==> src/rtl/serial_pkg.sv <==
// Shared definitions for the bit-serial adder: FSM state encoding and the
// counter-width rule used to size the bit counter.
package serial_pkg;

    localparam logic [1:0] ST_IDLE  = 2'd0;
    localparam logic [1:0] ST_SHIFT = 2'd1;
    localparam logic [1:0] ST_DONE  = 2'd2;

    typedef enum logic [1:0] {
        IDLE  = ST_IDLE,
        SHIFT = ST_SHIFT,
        DONE  = ST_DONE
    } state_e;

    // The counter must be able to represent WIDTH itself.
    function automatic int cnt_width(input int width);
        return $clog2(width + 1);
    endfunction

endpackage

==> src/rtl/serial_adder_if.sv <==
// Request/result bundle of the bit-serial adder.
// The sub select is present only when SERIAL_ADDER_SUB_EN is defined.
interface serial_adder_if #(
    parameter int WIDTH = 8
) ();

    logic             start;
    logic [WIDTH-1:0] a;
    logic [WIDTH-1:0] b;
    logic             cin;
`ifdef SERIAL_ADDER_SUB_EN
    logic             sub;
`endif
    logic             busy;
    logic             done;
    logic [WIDTH-1:0] sum;
    logic             cout;
    logic             ovf;

`ifdef SERIAL_ADDER_SUB_EN
    modport master (output start, a, b, cin, sub, input busy, done, sum, cout, ovf);
    modport slave  (input start, a, b, cin, sub, output busy, done, sum, cout, ovf);
`else
    modport master (output start, a, b, cin, input busy, done, sum, cout, ovf);
    modport slave  (input start, a, b, cin, output busy, done, sum, cout, ovf);
`endif

endinterface

==> src/rtl/fulladder.sv <==
// Team 1-bit full-adder cell.
module fulladder (
    input  logic a,
    input  logic b,
    input  logic ci,
    output logic s,
    output logic co
);

    assign s  = a ^ b ^ ci;
    assign co = (a & b) | (ci & (a ^ b));

endmodule

==> src/rtl/serial_adder.sv <==
// Bit-serial adder: one operand bit per cycle through a single full-adder cell.
// Define SERIAL_ADDER_SUB_EN to add the sub port (a - b via ~b and carry-in 1).
module serial_adder
    import serial_pkg::*;
#(
    parameter int WIDTH = 8
) (
    input  logic           clk,
    input  logic           rst_n,
    serial_adder_if.slave  bus
);

    localparam int               CNT_W    = cnt_width(WIDTH);
    localparam logic [CNT_W-1:0] LAST_BIT = CNT_W'(WIDTH - 1);

    state_e           state_r;
    state_e           state_s;
    logic [WIDTH-1:0] a_r;
    logic [WIDTH-1:0] b_r;
    logic [WIDTH-1:0] sum_r;
    logic [CNT_W-1:0] cnt_r;
    logic             carry_r;
    logic             cout_r;
    logic             ovf_r;
    logic             busy_r;
    logic             done_r;
    logic [WIDTH-1:0] b_load_s;
    logic             carry_load_s;
    logic             fa_sum_s;
    logic             fa_co_s;

    fulladder u_fa (
        .a  (a_r[0]),
        .b  (b_r[0]),
        .ci (carry_r),
        .s  (fa_sum_s),
        .co (fa_co_s)
    );

    // Operand B and initial carry as loaded on an accepted start.
    always_comb begin
        b_load_s     = bus.b;
        carry_load_s = bus.cin;
`ifdef SERIAL_ADDER_SUB_EN
        if (bus.sub) begin
            b_load_s     = ~bus.b;
            carry_load_s = 1'b1;
        end else begin
            b_load_s     = bus.b;
            carry_load_s = bus.cin;
        end
`endif
    end

    // Next-state logic.
    always_comb begin
        state_s = state_r;
        case (state_r)
            IDLE: begin
                if (bus.start) begin
                    state_s = SHIFT;
                end else begin
                    state_s = IDLE;
                end
            end
            SHIFT: begin
                if (cnt_r == LAST_BIT) begin
                    state_s = DONE;
                end else begin
                    state_s = SHIFT;
                end
            end
            DONE:    state_s = IDLE;
            default: state_s = IDLE;
        endcase
    end

    // State register.
    always_ff @(posedge clk or negedge rst_n) begin
        if (!rst_n) begin
            state_r <= IDLE;
        end else begin
            state_r <= state_s;
        end
    end

    // Datapath: operand capture, per-bit shift/add and result flags.
    always_ff @(posedge clk or negedge rst_n) begin
        if (!rst_n) begin
            a_r     <= '0;
            b_r     <= '0;
            sum_r   <= '0;
            cnt_r   <= '0;
            carry_r <= 1'b0;
            cout_r  <= 1'b0;
            ovf_r   <= 1'b0;
            busy_r  <= 1'b0;
            done_r  <= 1'b0;
        end else begin
            busy_r <= (state_s != IDLE);
            // done trails the DONE state by one edge so it qualifies a settled result
            done_r <= (state_r == DONE);
            case (state_r)
                IDLE: begin
                    if (bus.start) begin
                        a_r     <= bus.a;
                        b_r     <= b_load_s;
                        carry_r <= carry_load_s;
                        cnt_r   <= '0;
                        sum_r   <= '0;
                        cout_r  <= 1'b0;
                        ovf_r   <= 1'b0;
                    end
                end
                SHIFT: begin
                    sum_r   <= {fa_sum_s, sum_r[WIDTH-1:1]};
                    a_r     <= {1'b0, a_r[WIDTH-1:1]};
                    b_r     <= {1'b0, b_r[WIDTH-1:1]};
                    carry_r <= fa_co_s;
                    cnt_r   <= cnt_r + CNT_W'(1);
                    // On the MSB, carry_r is the carry into it and fa_co_s the carry out.
                    if (cnt_r == LAST_BIT) begin
                        cout_r <= fa_co_s;
                        ovf_r  <= carry_r ^ fa_co_s;
                    end
                end
                default: begin
                end
            endcase
        end
    end

    assign bus.busy = busy_r;
    assign bus.done = done_r;
    assign bus.sum  = sum_r;
    assign bus.cout = cout_r;
    assign bus.ovf  = ovf_r;

endmodule
==> src/flat_wrapper.sv <==
// flat-port wrapper written by rule: the top's interface ports become plain ports
module serial_adder_flat import serial_pkg::*;
#(
    parameter int WIDTH = 8
)
  (clk, rst_n, bus_start, bus_a, bus_b, bus_cin, bus_busy, bus_done, bus_sum, bus_cout, bus_ovf);
  serial_adder_if #(.WIDTH(WIDTH)) bus_i ();
  input  logic clk;
  input  logic rst_n;
  input wire logic [$bits(bus_i.start)-1:0] bus_start;
  input wire logic [$bits(bus_i.a)-1:0] bus_a;
  input wire logic [$bits(bus_i.b)-1:0] bus_b;
  input wire logic [$bits(bus_i.cin)-1:0] bus_cin;
  output wire logic [$bits(bus_i.busy)-1:0] bus_busy;
  output wire logic [$bits(bus_i.done)-1:0] bus_done;
  output wire logic [$bits(bus_i.sum)-1:0] bus_sum;
  output wire logic [$bits(bus_i.cout)-1:0] bus_cout;
  output wire logic [$bits(bus_i.ovf)-1:0] bus_ovf;
  assign bus_i.start = bus_start;
  assign bus_i.a = bus_a;
  assign bus_i.b = bus_b;
  assign bus_i.cin = bus_cin;
  assign bus_busy = bus_i.busy;
  assign bus_done = bus_i.done;
  assign bus_sum = bus_i.sum;
  assign bus_cout = bus_i.cout;
  assign bus_ovf = bus_i.ovf;
  serial_adder #(.WIDTH(WIDTH)) u_core (.clk(clk), .rst_n(rst_n), .bus(bus_i));
endmodule
==> config.mk <==
export PLATFORM = sky130hd
export DESIGN_NAME = serial_adder_flat
export DESIGN_NICKNAME = d
export VERILOG_FILES = /design/src/rtl/serial_pkg.sv /design/src/rtl/serial_adder_if.sv /design/src/rtl/fulladder.sv /design/src/rtl/serial_adder.sv /design/src/flat_wrapper.sv
export SDC_FILE = /design/constraint.sdc
export NUM_CORES = 1
export LEC_CHECK = 0
export CORE_MARGIN = 3
export CORE_UTILIZATION = 50
export DETAILED_ROUTE_END_ITERATION = 8
export PLACE_DENSITY = 0.75
export SETUP_SLACK_MARGIN = 0.2
export SYNTH_ARGS = -nofsm -noshare
export SYNTH_HDL_FRONTEND = slang
export SYNTH_SLANG_ARGS = --single-unit
==> constraint.sdc <==
create_clock -name clk -period 1.9 [get_ports clk]
set_clock_uncertainty 0.05 [all_clocks]
set_input_delay 0.38 -clock clk [delete_from_list [all_inputs] [get_ports clk]]
set_output_delay 0.38 -clock clk [all_outputs]
set_load 0.03 [all_outputs]
==> results.md, run 1 <==
- Status: complete, no violations
- Complex-gate fraction of the synthesized area: 10.7%
- Leakage: 0.941 nW
- Detailed-route wire length: 3160 um
- Worst-case setup margin in the final layout: 0.326 ns
- Synth Area per Inst: 10.2 um^2
- Die X: 61.3 um
- Fraction of layout cells with a size suffix above 1: 12.4%
- Die area: 3750 um^2
- Overflow after GRT: 0
- Unique masters post-synth: 27
- Net count after synthesis: 171
- Pre-antenna DRT Iters: 4
- Relative contribution of combinational cells to total power: 46.5%
- XOR/XNOR share of the synthesized area: 1.15%
- Clk root buf: sky130_fd_sc_hd__clkbuf_4
- Final period demand of the worst path: 1.57 ns
- Setup crit end kind: output pin
- Total clock buffers created by CTS: 5
- Simple-gate area share of the yosys netlist: 22.2%
- Post-Syn Area: 1530 um^2
- Via count: 1210
- Number of antenna violations at the first check in global routing: 0
- Sw power: 1.37 mW
- Post-synthesis adder-cell area fraction: 2.13%
- Hold WC Path Type: primary input to async pin
- HPWL Detailed: 2280 um
- Number of global-route vias before repair: 1219
- Unrepaired setup endpoints after global routing: no
- Data arrival at the endpoint of the critical path: 1.14 ns
- Yosys warns: 0
- Reg clk slew, reported paths: 0.11 ns
- Top-level port count: 32
- Count of input and output buffers: 31
- Top Family by Delay on Critical Path: buffers and inverters
- Clock share of power: 13.8%
- Number of buffers inserted by post-CTS setup repair: 0
- Max_cap viols: 0
- TritonCTS clock tree: yes
- Proportion of power drawn by flip-flops and latches: 39.7%
- Wire length of the first global-routing pass: 5280 um
- Area of the core: 2830 um^2
- Fmax achieved: 635 MHz
- Power density relative to cell area: 1690 nW/um^2
- Worst skew pair latency: 0.33 ns
- Number of cells produced by synthesis: 149
- Cell with the biggest individual delay on the critical path: sky130_fd_sc_hd__dlygate4sd2_1
- Max-slew violation count: 0
- Post-route worst hold slack: 0.391 ns
- Number of register bits inferred by synthesis: 35
- Row count: 19
- Worst Setup Start Kind: flop
- Proportion of total power due to net switching: 41.4%
- Final critical-path share of the clock period: 82.8%
- Startpoint-to-endpoint class of the critical path: flop to output pin
- GR Util All Layers: 19.6%
- Req. time, crit path: 1.47 ns
- Drt initial violations: 36
- Commonest non-fill, non-tap cells in the layout: sky130_fd_sc_hd__nand2_1 (41), sky130_fd_sc_hd__dfrtp_1 (35), sky130_fd_sc_hd__clkdlybuf4s50_1 (19), sky130_fd_sc_hd__dlygate4sd2_1 (12), sky130_fd_sc_hd__nand3_1 (11)
- Number of antenna-violating nets in the routed design: 0
- Most common cell after layout, fill and taps aside: sky130_fd_sc_hd__nand2_1
- Wire per inst: 14.6 um
- Final hold violation count: 0
- Number of buffer and inverter stages on the critical path: 1
- Post-synthesis mux area share: 1.97%
- Worst-margin pin slew: 0.431 ns
- Max Root-Sink Buffers: 2
- # nets final: 207
- Worst slack at placement: 0.0184 ns
- Int Power: 1.94 mW
- ANT cells: 0
- Slew headroom: 71.2%
- Area added between synthesis and finish: 28.0%
- RePlAce Congestion: 0.732
- Main combinational cell family by area after synthesis: simple AND/OR/NAND/NOR gates
- Cell chain of the critical path: dlygate4sd2_1
- DRC Markers: 0
- Sink Count: 35
- Highest ir drop seen on vdd: 0.905 mV
- Die Height: 61.3 um
- Cells resized by post-CTS repair: 12
- # H-tree levels: 2
- Average via count per standard cell: 5.58
- Hold-fix buffer count after cts: 0
- Part of the Yosys area used for sequential elements: 57.4%
- Final setup violation count: 0
- Pin count of the biggest net entering global routing: 36
- Fin cells: 217
- Worst Path Max Fanout: 3
- Overall power: 3.31 mW
- Initial Util: 54.0%
- Slowest cell delay on critical path: 0.42 ns
- Total Negative Setup Slacks: 0 ns
- Instance count after placement with tap cells included: 209
==> area by class of cell <==
| type | instances | area (um^2) |
|---|---|---|
| flip-flops and latches | 35 | 876 |
| fillers | 240 | 876 |
| multi-input cells | 103 | 586 |
| repair buffers | 38 | 373 |
| clock buffers | 7 | 65.1 |
| well taps | 31 | 38.8 |
| clock inverters | 1 | 7.51 |
| inverters | 2 | 7.51 |
==> final timing paths <==
kind | from | end | slack (ns) | cells after the start
setup / recovery | u_core.bus.sum[2] | bus_sum[2] | 0.33 | 1
max in group asynchronous | rst_n | u_core.cnt_r[0] | 1.08 | 2
hold reg to reg | u_core.a_r[1] | u_core.a_r[1] | 0.45 | 2
hold / removal | rst_n | u_core.bus.done | 0.39 | 2
setup reg to reg | u_core.state_r[0] | u_core.cnt_r[3] | 0.41 | 4
min in group clk | u_core.a_r[1] | u_core.a_r[1] | 0.45 | 2
==> state kept, by name, summed over array words and instances (netlist names) <==
name,flops
u_core.bus.sum,8
u_core.a_r,8
u_core.bus.ovf,1
u_core.carry_r,1
u_core.bus.cout,1
u_core.bus.done,1
u_core.bus.busy,1
u_core.state_r,2
u_core.cnt_r,4
u_core.b_r,8
==> layer usage <==
| metal | vias up | GRT usage (%) | share of wire (%) | wire length (um) |
|---|---|---|---|---|
| met5 | - | 0 | 0 | 0 |
| met4 | 0 | 9.29 | 1.0 | 32 |
| met3 | 4 | 4.82 | 3.6 | 115 |
| met2 | 24 | 34.3 | 54 | 1700 |
| met1 | 605 | 22.2 | 42 | 1320 |
| li1 | 577 | - | - | - |
==> cells by family (layout without fill, tap and decap cells) <==
| kind of cell | after synthesis | count (layout) |
|---|---|---|
| simple gates | 76 | 76 |
| mux | 3 | 3 |
| buf+inv | 11 | 48 |
| xor+xnor | 2 | 2 |
| flops | 35 | 35 |
| fa+ha+maj | 2 | 2 |
| compound gates | 20 | 20 |
==> power groups by stage <==
stage	logic, mW	registers, mW	clock network, mW
6_report	1.54	1.31	0.456
5_1_grt	1.70	1.36	0.505
3_3_place_gp	1.56	1.31	0
4_1_cts	1.56	1.32	0.474
2_1_floorplan	0.895	1.49	0
3_5_place_dp	1.62	1.34	0
==> Yosys cell counts (all sizes together) <==
cell type / number / area share [%]
a22oi: 7 / 3.4
dfrtp: 35 / 57
nor3b: 1 / 0.82
o21a: 1 / 0.49
nand2: 41 / 10
inv: 2 / 0.49
nand3: 11 / 3.6
clkbuf: 1 / 0.25
or3b: 1 / 0.57
ha: 1 / 0.82
buf: 8 / 3.7
mux2i: 3 / 2.0
nor3: 9 / 3.3
nor2: 9 / 2.2
o21bai: 1 / 0.49
o21ai: 1 / 0.33
nand2b: 1 / 0.41
nand4: 1 / 0.41
fa: 1 / 1.3
o22ai: 8 / 5.3
nor2b: 2 / 0.82
a21oi: 2 / 0.66
xnor2: 2 / 1.1
==> through the flow <==
stage	utilization, %	area, um^2
2_1_floorplan	-	1530
3_3_place_gp	67.0	1900
3_5_place_dp	67.0	1900
4_1_cts	69.0	1950
5_1_grt	69.0	1950
6_report	69.0	1950
No activity file was read; power rests on OpenSTA's default activity.
==> inputs of run 2 (changes only) <==
--- a/config.mk
+++ b/config.mk
@@ -6,9 +6,9 @@
 export NUM_CORES = 1
 export LEC_CHECK = 0
 export CORE_MARGIN = 3
-export CORE_UTILIZATION = 50
+export CORE_UTILIZATION = 45
 export DETAILED_ROUTE_END_ITERATION = 8
-export PLACE_DENSITY = 0.75
+export PLACE_DENSITY = 0.72
 export SETUP_SLACK_MARGIN = 0.2
 export SYNTH_ARGS = -nofsm -noshare
 export SYNTH_HDL_FRONTEND = slang
==> constraint.sdc (replaced) <==
create_clock -name clk -period 1.4 [get_ports clk]
set_clock_uncertainty 0.05 [all_clocks]
set_input_delay 0.28 -clock clk [delete_from_list [all_inputs] [get_ports clk]]
set_output_delay 0.28 -clock clk [all_outputs]
set_load 0.03 [all_outputs]
==> run 2 against run 1 <==
Against the previous run:
- the run now ends with negative setup slack left
- sequential cell count unchanged
- sequential share of layout area is 10 points lower
- utilization is 11 points higher
- power increased by 90%
- die area is 10% higher
- critical path depth increased by 5
- sequential power is 41% higher
- highest routed layer unchanged
- cell count up 18%
- critical endpoint is now u_core.state_r[0]
- largest cell class unchanged
- first-iteration DRC count is 140% higher
- non-clock buffer count rose by 27
==> results.md, run 2 (same netlist as run 1, synthesis figures left out) <==
- Reg clk slew, reported paths: 0.11 ns (about the same)
- Leakage: 1.17 nW (+24%)
- Number of antenna-violating nets in the routed design: 0 (unchanged)
- TritonCTS clock tree: yes
- # nets final: 234 (+13%)
- Max Root-Sink Buffers: 2 (unchanged)
- Worst-case setup margin in the final layout: -0.0490 ns (-0.375 ns)
- Number of global-route vias before repair: 1374 (+13%)
- Max_cap viols: 0 (unchanged)
- Count of input and output buffers: 31 (unchanged)
- Instance count after placement with tap cells included: 230 (+10%)
- Die Height: 64.2 um (+4.9%)
- Wire length of the first global-routing pass: 6240 um (+18%)
- Overflow after GRT: 0 (unchanged)
- Sink Count: 35 (unchanged)
- Final setup violation count: 4 (+4)
- Area added between synthesis and finish: 65.6%
- Total clock buffers created by CTS: 5 (unchanged)
- Initial Util: 48.4% (-5.5 points)
- Slew headroom: 80.3% (+9.1 points)
- Depth of the worst register-to-register path: 6 (+2)
- ANT cells: 0 (unchanged)
- Detailed-route wire length: 4710 um (+49%)
- Final hold violation count: 0 (unchanged)
- FF-to-FF End: u_core.state_r[0]
- Top-level port count: 32 (unchanged)
- FF+latch area: 876 um^2 (unchanged)
- Data arrival at the endpoint of the critical path: 1.70 ns (+0.56 ns)
- HPWL Detailed: 2270 um (-0.15%)
- Violations in the final reports: negative setup slack
- Average via count per standard cell: 5.42 (-2.8%)
- Power density relative to cell area: 2490 nW/um^2 (+47%)
- Most common cell after layout, fill and taps aside: sky130_fd_sc_hd__nand2_1
- Worst slack at placement: -0.353 ns (-0.372 ns)
- Hold-fix buffer count after cts: 0 (unchanged)
- Pin count of the biggest net entering global routing: 36 (unchanged)
- # H-tree levels: 2 (unchanged)
- Fill count: 206 (-14%)
- Worst Path Max Fanout: 5 (+2)
- Overall power: 6.29 mW (+90%)
- Startpoint-to-endpoint class of the critical path: flop to flop
- Setup crit end kind: flop
- Commonest non-fill, non-tap cells in the layout: sky130_fd_sc_hd__nand2_1 (39), sky130_fd_sc_hd__dfrtp_1 (35), sky130_fd_sc_hd__buf_4 (19), sky130_fd_sc_hd__buf_6 (18), sky130_fd_sc_hd__clkdlybuf4s50_1 (18)
- Final period demand of the worst path: 1.45 ns
- Max-slew violation count: 0 (unchanged)
- Unrepaired setup endpoints after global routing: yes
- Worst Setup Start Kind: flop
- Via count: 1393 (+15%)
- Clk root buf: sky130_fd_sc_hd__clkbuf_4
- Worst-margin pin slew: 0.295 ns (-0.137 ns)
- Pre-antenna DRT Iters: 4 (unchanged)
- Layout Utilization: 80.2% (+11 points)
- Fraction of layout cells with a size suffix above 1: 41.3% (+29 points)
- Launch instance of the worst register-to-register path: u_core.state_r[1]
- Wire per inst: 18.3 um (+26%)
- Die X: 64.2 um (+4.9%)
- Die area: 4130 um^2 (+10%)
- Number of antenna violations at the first check in global routing: 0 (unchanged)
- Fmax achieved: 690 MHz
- Drt initial violations: 85 (+140%)
- Multi-input logic area: 758 um^2 (+29%)
- Total Negative Setup Slacks: -0.0765 ns (-0.0765 ns)
- Row count: 20 (+1)
- Status: finished with violations
- Req. time, crit path: 1.65 ns (+0.18 ns)
- DRC Markers: 0 (unchanged)
- Fin cells: 257 (+18%)
- Worst skew pair latency: 0.36 ns (+0.03 ns)
- Final critical-path share of the clock period: 103%
- Hold WC Path Type: primary input to async pin
- Register-to-register setup slack: -0.05 ns (-0.46 ns)
- Highest ir drop seen on vdd: 1.54 mV (+70%)
- Area of the core: 3150 um^2 (+11%)
- GR Util All Layers: 20.5% (+0.95 points)
- RePlAce Congestion: 0.750 (+2.4%)
[run 2: changes by cell type in the layout (fill, tap and decap cells not counted), moves of 5 or more]
cell	delta
sky130_fd_sc_hd__a22oi_1	-7
sky130_fd_sc_hd__nor3_1	-6
sky130_fd_sc_hd__buf_4	+14
sky130_fd_sc_hd__nand3_1	-6
sky130_fd_sc_hd__nor3_4	+5
sky130_fd_sc_hd__dlygate4sd2_1	-11
sky130_fd_sc_hd__buf_6	+18
sky130_fd_sc_hd__a22oi_2	+7
sky130_fd_sc_hd__nand3_2	+6
[run 2: worst max-delay path, stage by stage, from the launching register on]
cell and delay (ns):
sky130_fd_sc_hd__dfrtp_1 0.46, sky130_fd_sc_hd__buf_6 0.16, sky130_fd_sc_hd__nor2b_4 0.20, sky130_fd_sc_hd__buf_6 0.16
sky130_fd_sc_hd__clkbuf_16 0.15, sky130_fd_sc_hd__o21ai_0 0.10, sky130_fd_sc_hd__nand2_1 0.10
[run 2: stage by stage]
step,cell area (um^2),hold WS (ns)
after global routing,2530,0.246
after detailed placement,2010,0.421
after global placement,2010,0.407
after floorplan,1570,-0.0656
final,2530,0.218
after CTS,2340,0.236
[run 2: timing repair]
action	CTS	global route
setup buffers	9	4
cloned	2	4
endpoints found under the setup margin	44	45
pin swaps	13	14
resized for setup	103	15
[run 2: worst max-delay path by stage]
| stage | start | to |
|---|---|---|
| after floorplan | u_core.state_r[0] | u_core.bus.cout |
| after global placement | bus_start | u_core.a_r[6] |
| after detailed placement | bus_start | u_core.a_r[6] |
| after CTS | u_core.state_r[1] | u_core.bus.sum[2] |
| after global routing | u_core.state_r[1] | u_core.state_r[0] |
| final | u_core.state_r[1] | u_core.state_r[0] |
[run 2: area by class of cell]
cell class              instances  share of cell area (%)
repair buffers                 65                    29.5
flip-flops and latches         35                    34.7
multi-input cells             103                    30.0
well taps                      44                    2.18
clock buffers                   6                    2.03
clock inverters                 2                    1.39
inverters                       2                   0.297
[run 2: power breakdown]
group          switching [mW]  total (mW)  internal (mW)
clock network           0.353       0.775          0.422
logic                    1.79        3.66           1.87
registers               0.393        1.85           1.46
total                    2.54        6.29           3.75
[run 2: metal layers]
layer	wire, um	track usage [%]
met5	0	0
met4	200	11.1
met3	293	4.92
met2	2570	37.6
met1	1650	21.2
